File: src/rtl/mem_port_arbiter.sv
// rtl/mem_port_arbiter.sv - fetch/data port arbiter onto one shared memory port
// D has priority; a waiting fetch wins after STARVE_LIMIT back-to-back D grants.
module mem_port_arbiter #(
  parameter int unsigned STARVE_LIMIT = 4,
  parameter int unsigned TIMEOUT      = 15
) (
  input  logic        clk,
  input  logic        rst_n,
  input  logic        i_req,
  input  logic [31:0] i_addr,
  output logic [31:0] i_rdata,
  output logic        i_ack,
  input  logic        d_req,
  input  logic        d_wen,
  input  logic [31:0] d_addr,
  input  logic [31:0] d_wdata,
  output logic [31:0] d_rdata,
  output logic        d_ack,
  output logic        m_req,
  output logic        m_wen,
  output logic [31:0] m_addr,
  output logic [31:0] m_wdata,
  input  logic [31:0] m_rdata,
  input  logic        m_ready,
  output logic        busy,
  output logic        err
);

  typedef enum logic [1:0] {IDLE, ACCESS, RESP} state_t;

  localparam logic [3:0] STARVE_MAX = 4'(STARVE_LIMIT);
  localparam logic [7:0] WAIT_LAST  = 8'(TIMEOUT - 1);

  state_t      state, state_nxt;
  logic        owner_d;
  logic [3:0]  starve_cnt;
  logic [7:0]  wait_cnt;
  logic        req_any, grant_d, mem_done, mem_abort;
  logic [31:0] sel_addr;

  assign req_any   = i_req | d_req;
  assign grant_d   = d_req & ~(i_req & (starve_cnt == STARVE_MAX));
  assign sel_addr  = grant_d ? d_addr : i_addr;
  assign mem_done  = (state == ACCESS) & m_ready;
  assign mem_abort = (state == ACCESS) & ~m_ready & (wait_cnt == WAIT_LAST);
  assign busy      = (state != IDLE);

  always_ff @(posedge clk) begin
    if (!rst_n) state <= IDLE;
    else        state <= state_nxt;
  end

  always_comb begin
    state_nxt = state;
    case (state)
      IDLE:    if (req_any) state_nxt = ACCESS;
      ACCESS:  if (mem_done || mem_abort) state_nxt = RESP;
      RESP:    state_nxt = IDLE;
      default: state_nxt = IDLE;
    endcase
  end

  always_ff @(posedge clk) begin
    if (!rst_n) begin
      owner_d    <= 1'b0;
      starve_cnt <= 4'd0;
      wait_cnt   <= 8'd0;
      m_req      <= 1'b0;
      m_wen      <= 1'b0;
      m_addr     <= 32'h0;
      m_wdata    <= 32'h0;
      i_rdata    <= 32'h0;
      d_rdata    <= 32'h0;
      i_ack      <= 1'b0;
      d_ack      <= 1'b0;
      err        <= 1'b0;
    end else begin
      i_ack <= 1'b0;
      d_ack <= 1'b0;
      case (state)
        IDLE: begin
          if (req_any) begin
            owner_d  <= grant_d;
            m_req    <= 1'b1;
            m_wen    <= grant_d & d_wen;
            m_addr   <= sel_addr & 32'hFFFF_FFFC;
            m_wdata  <= grant_d ? d_wdata : m_wdata;
            wait_cnt <= 8'd0;
            // Starvation only accrues while a fetch is actually waiting.
            if (grant_d && i_req)
              starve_cnt <= (starve_cnt >= STARVE_MAX) ? STARVE_MAX : starve_cnt + 4'd1;
            else
              starve_cnt <= 4'd0;
          end
        end
        ACCESS: begin
          if (mem_done || mem_abort) begin
            m_req <= 1'b0;
            m_wen <= 1'b0;
            if (owner_d) d_ack <= 1'b1;
            else         i_ack <= 1'b1;
          end
          if (!m_ready) wait_cnt <= wait_cnt + 8'd1;
          if (mem_abort) err <= 1'b1;
          if (mem_done && !m_wen) begin
            if (owner_d) d_rdata <= m_rdata;
            else         i_rdata <= m_rdata;
          end
        end
        default: ;
      endcase
    end
  end

endmodule
File: config.mk
export PLATFORM = sky130hd
export DESIGN_NAME = mem_port_arbiter
export DESIGN_NICKNAME = d
export VERILOG_FILES = /design/src/rtl/mem_port_arbiter.sv
export SDC_FILE = /design/constraint.sdc
export NUM_CORES = 1
export LEC_CHECK = 0
export ABC_AREA = 1
export BUFFER_PORTS_ARGS = -buffer_cell sky130_fd_sc_hd__buf_2
export CORE_MARGIN = 3
export CORE_UTILIZATION = 52
export CTS_BUF_LIST = sky130_fd_sc_hd__clkbuf_8
export DETAILED_ROUTE_END_ITERATION = 10
export PLACE_DENSITY = 0.84
export SLEW_MARGIN = 20
export SYNTH_ARGS = -nofsm -noshare
export SYNTH_HDL_FRONTEND = slang
export SYNTH_SLANG_ARGS = --single-unit
File: constraint.sdc
create_clock -name clk -period 2.61 [get_ports clk]
set_input_delay 0.3915 -clock clk [delete_from_list [all_inputs] [get_ports clk]]
set_output_delay 0.3915 -clock clk [all_outputs]
set_load 0.1 [all_outputs]
Yosys cells after proc, flatten, opt, wreduce, memory -nomap -nowiden
Cells that the tools add are included.
- input bits: 134
- register bits: 146
- logic and storage cells: 64
- muxes and demuxes: 16
- equality and inequality tests: 6
- bitwise operators: 10
- order comparisons: 1
- reductions and logical operators: 16
- add/sub/neg operators: 2
- operator list (operator ; number):
    32-bit two-way mux ; 1
    3-bit AND reduction ; 6
    8-bit two-way mux ; 2
    8-bit one-hot mux with 2 select lines ; 1
    8-bit by 1-bit adder with 8-bit output (second input constant) ; 1
    8-bit by 4-bit equality test with 1-bit output (second input constant) ; 1
    4-bit two-way mux ; 2
    1-bit AND ; 6
    2-bit AND reduction ; 3
    1-bit two-way mux ; 5
    4-bit by 1-bit adder with 4-bit output (second input constant) ; 1
    4-bit by 3-bit equality test with 1-bit output (second input constant) ; 1
    4-bit by 3-bit >= comparator with 1-bit output (second input constant) ; 1
    2-bit two-way mux ; 2
    2-bit inequality test (second input constant) ; 2
    1-bit one-hot mux with 2 select lines ; 2
    2-bit one-hot mux with 2 select lines ; 1
    2-bit nonzero test ; 2
    1-bit inverter ; 3
    2-bit by 1-bit equality test with 1-bit output (second input constant) ; 1
    1-bit logical AND ; 2
    2-bit zero test ; 1
    2-bit by 1-bit inequality test with 1-bit output (second input constant) ; 1
    1-bit zero test ; 1
    2 further kinds ; 2

Longest topological paths before layout
- depth in word-level cells: 7
- depth in mapped cells: 9

Worst setup path after synthesis
No wires, ideal clock.
- path kind: register to register
- start: register m_wen
- end: register d_rdata[12]
- data arrival time: 1.701 ns
- path slack: 0.838 ns
- required time: 2.540 ns
- buffers on the path: 1
- stages on the path, launching flop included: 6
- path through: dfxtp_1 > nor2_4 > nand2_1 > clkbuf_1 > nand2_1 > a21oi_1
- word-level cells in the longest chain between the ends: 3
- ends and longest elaborated chain (element ; line ; text):
    start: declaration ; 20 ; output logic m_wen,
    start signal: assignment ; 85 ; m_wen <= grant_d & d_wen;
    1-bit zero test ; 105 ; if (mem_done && !m_wen) begin
    1-bit logical AND ; 105 ;
    3-bit AND reduction (no source line) ; n/a ;
    end signal: assignment ; 106 ; if (owner_d) d_rdata <= m_rdata;
    end: declaration ; 17 ; output logic [31:0] d_rdata,
Every way passes these cells.
A chain may end at the register's enable or synchronous reset.

Worst setup path in the final report
- start: register starve_cnt[0]
- end: register m_wdata[11]
- word-level cells in the longest chain between the ends: 5
- ends and longest elaborated chain (element ; line ; text):
    start: declaration ; 36 ; logic [3:0] starve_cnt;
    start signal: assignment ; 91 ; starve_cnt <= (starve_cnt >= STARVE_MAX) ? STARVE_MAX : starve_cnt + 4'd1;
    4-bit by 3-bit equality test with 1-bit output ; 42 ; assign grant_d = d_req & ~(i_req & (starve_cnt == STARVE_MAX));
    1-bit AND ; 42 ;
    1-bit inverter ; 42 ;
    1-bit AND ; 42 ;
    3-bit AND reduction (no source line) ; n/a ;
    end signal: assignment ; 87 ; m_wdata <= grant_d ? d_wdata : m_wdata;
    end: declaration ; 22 ; output logic [31:0] m_wdata,
Every way passes these cells.

==> results.py <==
metrics = {
    "cts": {
        "clk_pin_slew_worst_paths_ns": 0.09,
        "hold_buffers": 0,
        "cts_made_buffers": 17,
        "clock_path_buffers": 2,
        "cts_tree": "built",
        "cts_resized": 0,
        "post-cts-setup-buffer-count": 0,
        "cts_sinks": 146,
        "insertion_delay_ns": 0.44,
        "h-tree-depth": 4,
        "cts_root_buf": "clkbuf_8",
    },
    "run": {
        "maxCapViolCount": 0,
    },
    "setup_path": {
        "crit_top_cell": "nor2_1",
        "cp-end-kind": "register",
        "slowest_stage": "nor2_4",
        "critPathMaxStageDelay_ns": 0.54,
        "timing.rr.start": "starve_cnt[0]",
        "worstSetupPathType": "register to register",
        "rr_worst_depth": 8,
        "cp-start-kind": "register",
        "critPathBufInv": 2,
        "r2r-end": "m_wdata[11]",
        "worstPathCellList": "inv_1, ha_1, nand4_1, nand2_1, nor2_4, inv_2, nor2_1, nor2_1",
        "r2r_slack_ns": 0.40,
        "cp_max_fo": 34,
        "critPathTopFamily": "simple AND/OR/NAND/NOR gates",
        "required_ns": 2.93,
        "arrival_ns": 2.52,
    },
    "yosys": {
        "synthCells": 723,
        "synth-edff-count": 0,
        "synthArstFlopShare": 0,
        "synthesis.area_sq_mm": 0.00565,
        "syn_area_per_cell_sq_um": 7.82,
        "synthFlopType": "dfxtp_1",
        "ys_seq_elements": 146,
        "synth.yosys.warnings": 0,
        "seq_area_frac_synth": 0.517,
        "synth_top_area_share": 0.517,
        "synth.largest_area_cell": "dfxtp_1",
        "synth_area_leaders": "dfxtp_1, nand2_1, nor2_1",
        "synth.distinct_cells": 26,
    },
    "power": {
        "cell_internal_pwr_w": 0.00347,
        "comb_power_share": 0.291,
        "power.leakage_nw": 3.39,
        "p_sw_frac": 0.412,
        "clkPwrFrac": 0.293,
        "finalPower_w": 0.00589,
        "pwr-share-seq": 0.416,
        "switchingPower_w": 0.00243,
        "vdd_drop_max_mv": 0.488,
        "power_density_mw_per_mm2": 810,
    },
    "placement": {
        "postPlaceCellArea_sq_mm": 0.00689,
        "hpwl_mm": 11.3,
        "numPortBuffers": 261,
        "gp_routability_congestion": 0.857,
        "place_ws_ns": 0.438,
    },
    "global_route": {
        "grt.total_usage": 0.258,
        "overflow": 0,
        "grt_start_max_net_pins": 69,
        "grt_pass1_wl_mm": 24.9,
        "grt_pass1_vias": 5256,
        "antenna_found_initial": 0,
    },
    "floorplan": {
        "dieArea_sq_mm": 0.0122,
        "core_area_sq_mm": 0.0105,
        "die_h_microns": 110,
        "io_pins": 268,
        "chipWidth_microns": 110,
        "fp-row-count": 37,
        "initial_core_util": 0.540,
    },
    "detailed_routing": {
        "ant_nets": 0,
        "drt_iter0_drc": 557,
        "drt_pass1_iterations": 5,
        "drcViolationCount": 0,
        "viasPerCell": 5.12,
        "vias": 5698,
        "wl_per_cell_microns": 14.4,
        "wl_mm": 16.0,
    },
    "min_path": {
        "hold_start": "d_wdata[8]",
        "min_path_cells": 3,
        "holdPathEnd": "m_wdata[8]",
        "hold_path_class": "input port to register",
    },
    "timing": {
        "relSlewSlack": 0.523,
        "rsz0062_at_grt": "false",
        "fmax_mhz": 453,
        "skew_ns": 0.0212,
        "fin_tns_setup_ns": 0,
        "hold_viol_final": 0,
        "holdWs_ns": 0.176,
        "setup_viol": 0,
        "min_period_ns": 2.21,
        "fin_crit_sh": 0.845,
        "finalWorstSetupSlack_ns": 0.404,
        "tightest_slew_ns": 0.716,
        "slew_viol_final": 0,
    },
    "cells_and_area": {
        "drive_above_1_share": 0.324,
        "fill_cells": 902,
        "fin_nets": 1101,
        "finalInstanceArea_sq_mm": 0.00728,
        "diodes": 0,
        "syn2layout_area_growth_pct": 28.7,
    },
    "outcome": {
        "outcome": "finished clean",
    },
}
==> layout by cell type (no fill, tap or decap) <==
cell type	instances
clkbuf_8	18
nor2_4	5
clkinvlp_4	4
clkinv_2	1
o21ai_0	70
clkinv_4	2
nand2_1	123
conb_1	2
clkinv_1	1
inv_8	3
bufinv_16	1
a21oi_1	70
nand4_1	7
nand3_1	70
inv_6	3
nor2_1	113
inv_1	20
xor2_1	2
buf_12	1
o21ai_1	30
inv_2	4
dfxtp_1	146
o22ai_1	1
ha_1	4
o31ai_1	1
buf_2	261
nand2_2	2
o21ai_2	1
buf_4	10
==> final cells by class <==
cell class	count	area (sq um)	area share
sequential	146	2920	0.402
multi-input combinational	501	2300	0.316
timing repair buffer	272	1400	0.193
clock buffer	18	248	0.0340
tap	136	170	0.0234
clock inverter	14	143	0.0196
inverter	25	93.8	0.0129
==> stage by stage <==
stage	std cells	utilization
floorplan	724	-
global placement	1080	0.658
detailed placement	1080	0.658
CTS	1112	0.695
global route	1112	0.695
finish	1112	0.695
==> kinds of logic (layout without fill, tap and decap cells) <==
kind of cell / Yosys count / in the layout / share of synthesized area
buffers and inverters: 77 / 329 / 0.0774
AOI/OAI and AO/OA: 173 / 173 / 0.154
adders and majority gates: 4 / 4 / 0.00885
and+or+nand+nor: 320 / 320 / 0.239
DFF: 146 / 146 / 0.517
xor gates and xnor gates: 2 / 2 / 0.00310
other: 1 / 2 / 0.000663
==> power groups by stage <==
stage                     registers [W]  clock network (W)  logic (W)
after floorplan                 0.00349                  0   0.000414
after global placement          0.00250                  0    0.00171
after detailed placement        0.00250                  0    0.00172
after CTS                       0.00245            0.00176    0.00172
after global routing            0.00247            0.00187    0.00180
final                           0.00245            0.00173    0.00172
==> synth_stat cells, types with 3 or more instances <==
cell / number
o21ai_1: 30
nand3_1: 70
a21oi_1: 70
nand2_1: 123
buf_6: 3
clkbuf_1: 15
ha_1: 4
nor2_4: 5
nor2_1: 113
inv_1: 20
dfxtp_1: 146
nand4_1: 7
buf_2: 18
buf_8: 7
buf_4: 6
o21ai_0: 70
inv_2: 4
==> routing by layer <==
layer	GRT usage	part of all wire	routed length, microns	up-vias
met5	0	0	0	-
met4	0.0739	0.013	212	0
met3	0.0874	0.099	1590	19
met2	0.425	0.48	7740	237
met1	0.320	0.40	6490	2581
li1	-	-	-	2861
==> worst min-delay path, stage by stage <==
cell	delay, ns
buf_2	0.07
nor2_1	0.03
nor2_1	0.08
==> flip-flops by register name (all words and copies together) (netlist names), 2 cells and up <==
signal      flops
i_rdata        32
m_wdata        32
m_addr         30
starve_cnt      4
wait_cnt        8
state           2
d_rdata        32
==> worst max path at each step <==
stage / end / start / cells after the start
after detailed placement: m_wdata[22] / starve_cnt[0] / 8
after floorplan: d_rdata[12] / m_wen / 5
final: m_wdata[11] / starve_cnt[0] / 8
after global routing: m_wdata[29] / starve_cnt[0] / 8
after global placement: m_wdata[27] / starve_cnt[0] / 8
after CTS: m_wdata[11] / starve_cnt[0] / 8
(Power assumes the default switching activity.)
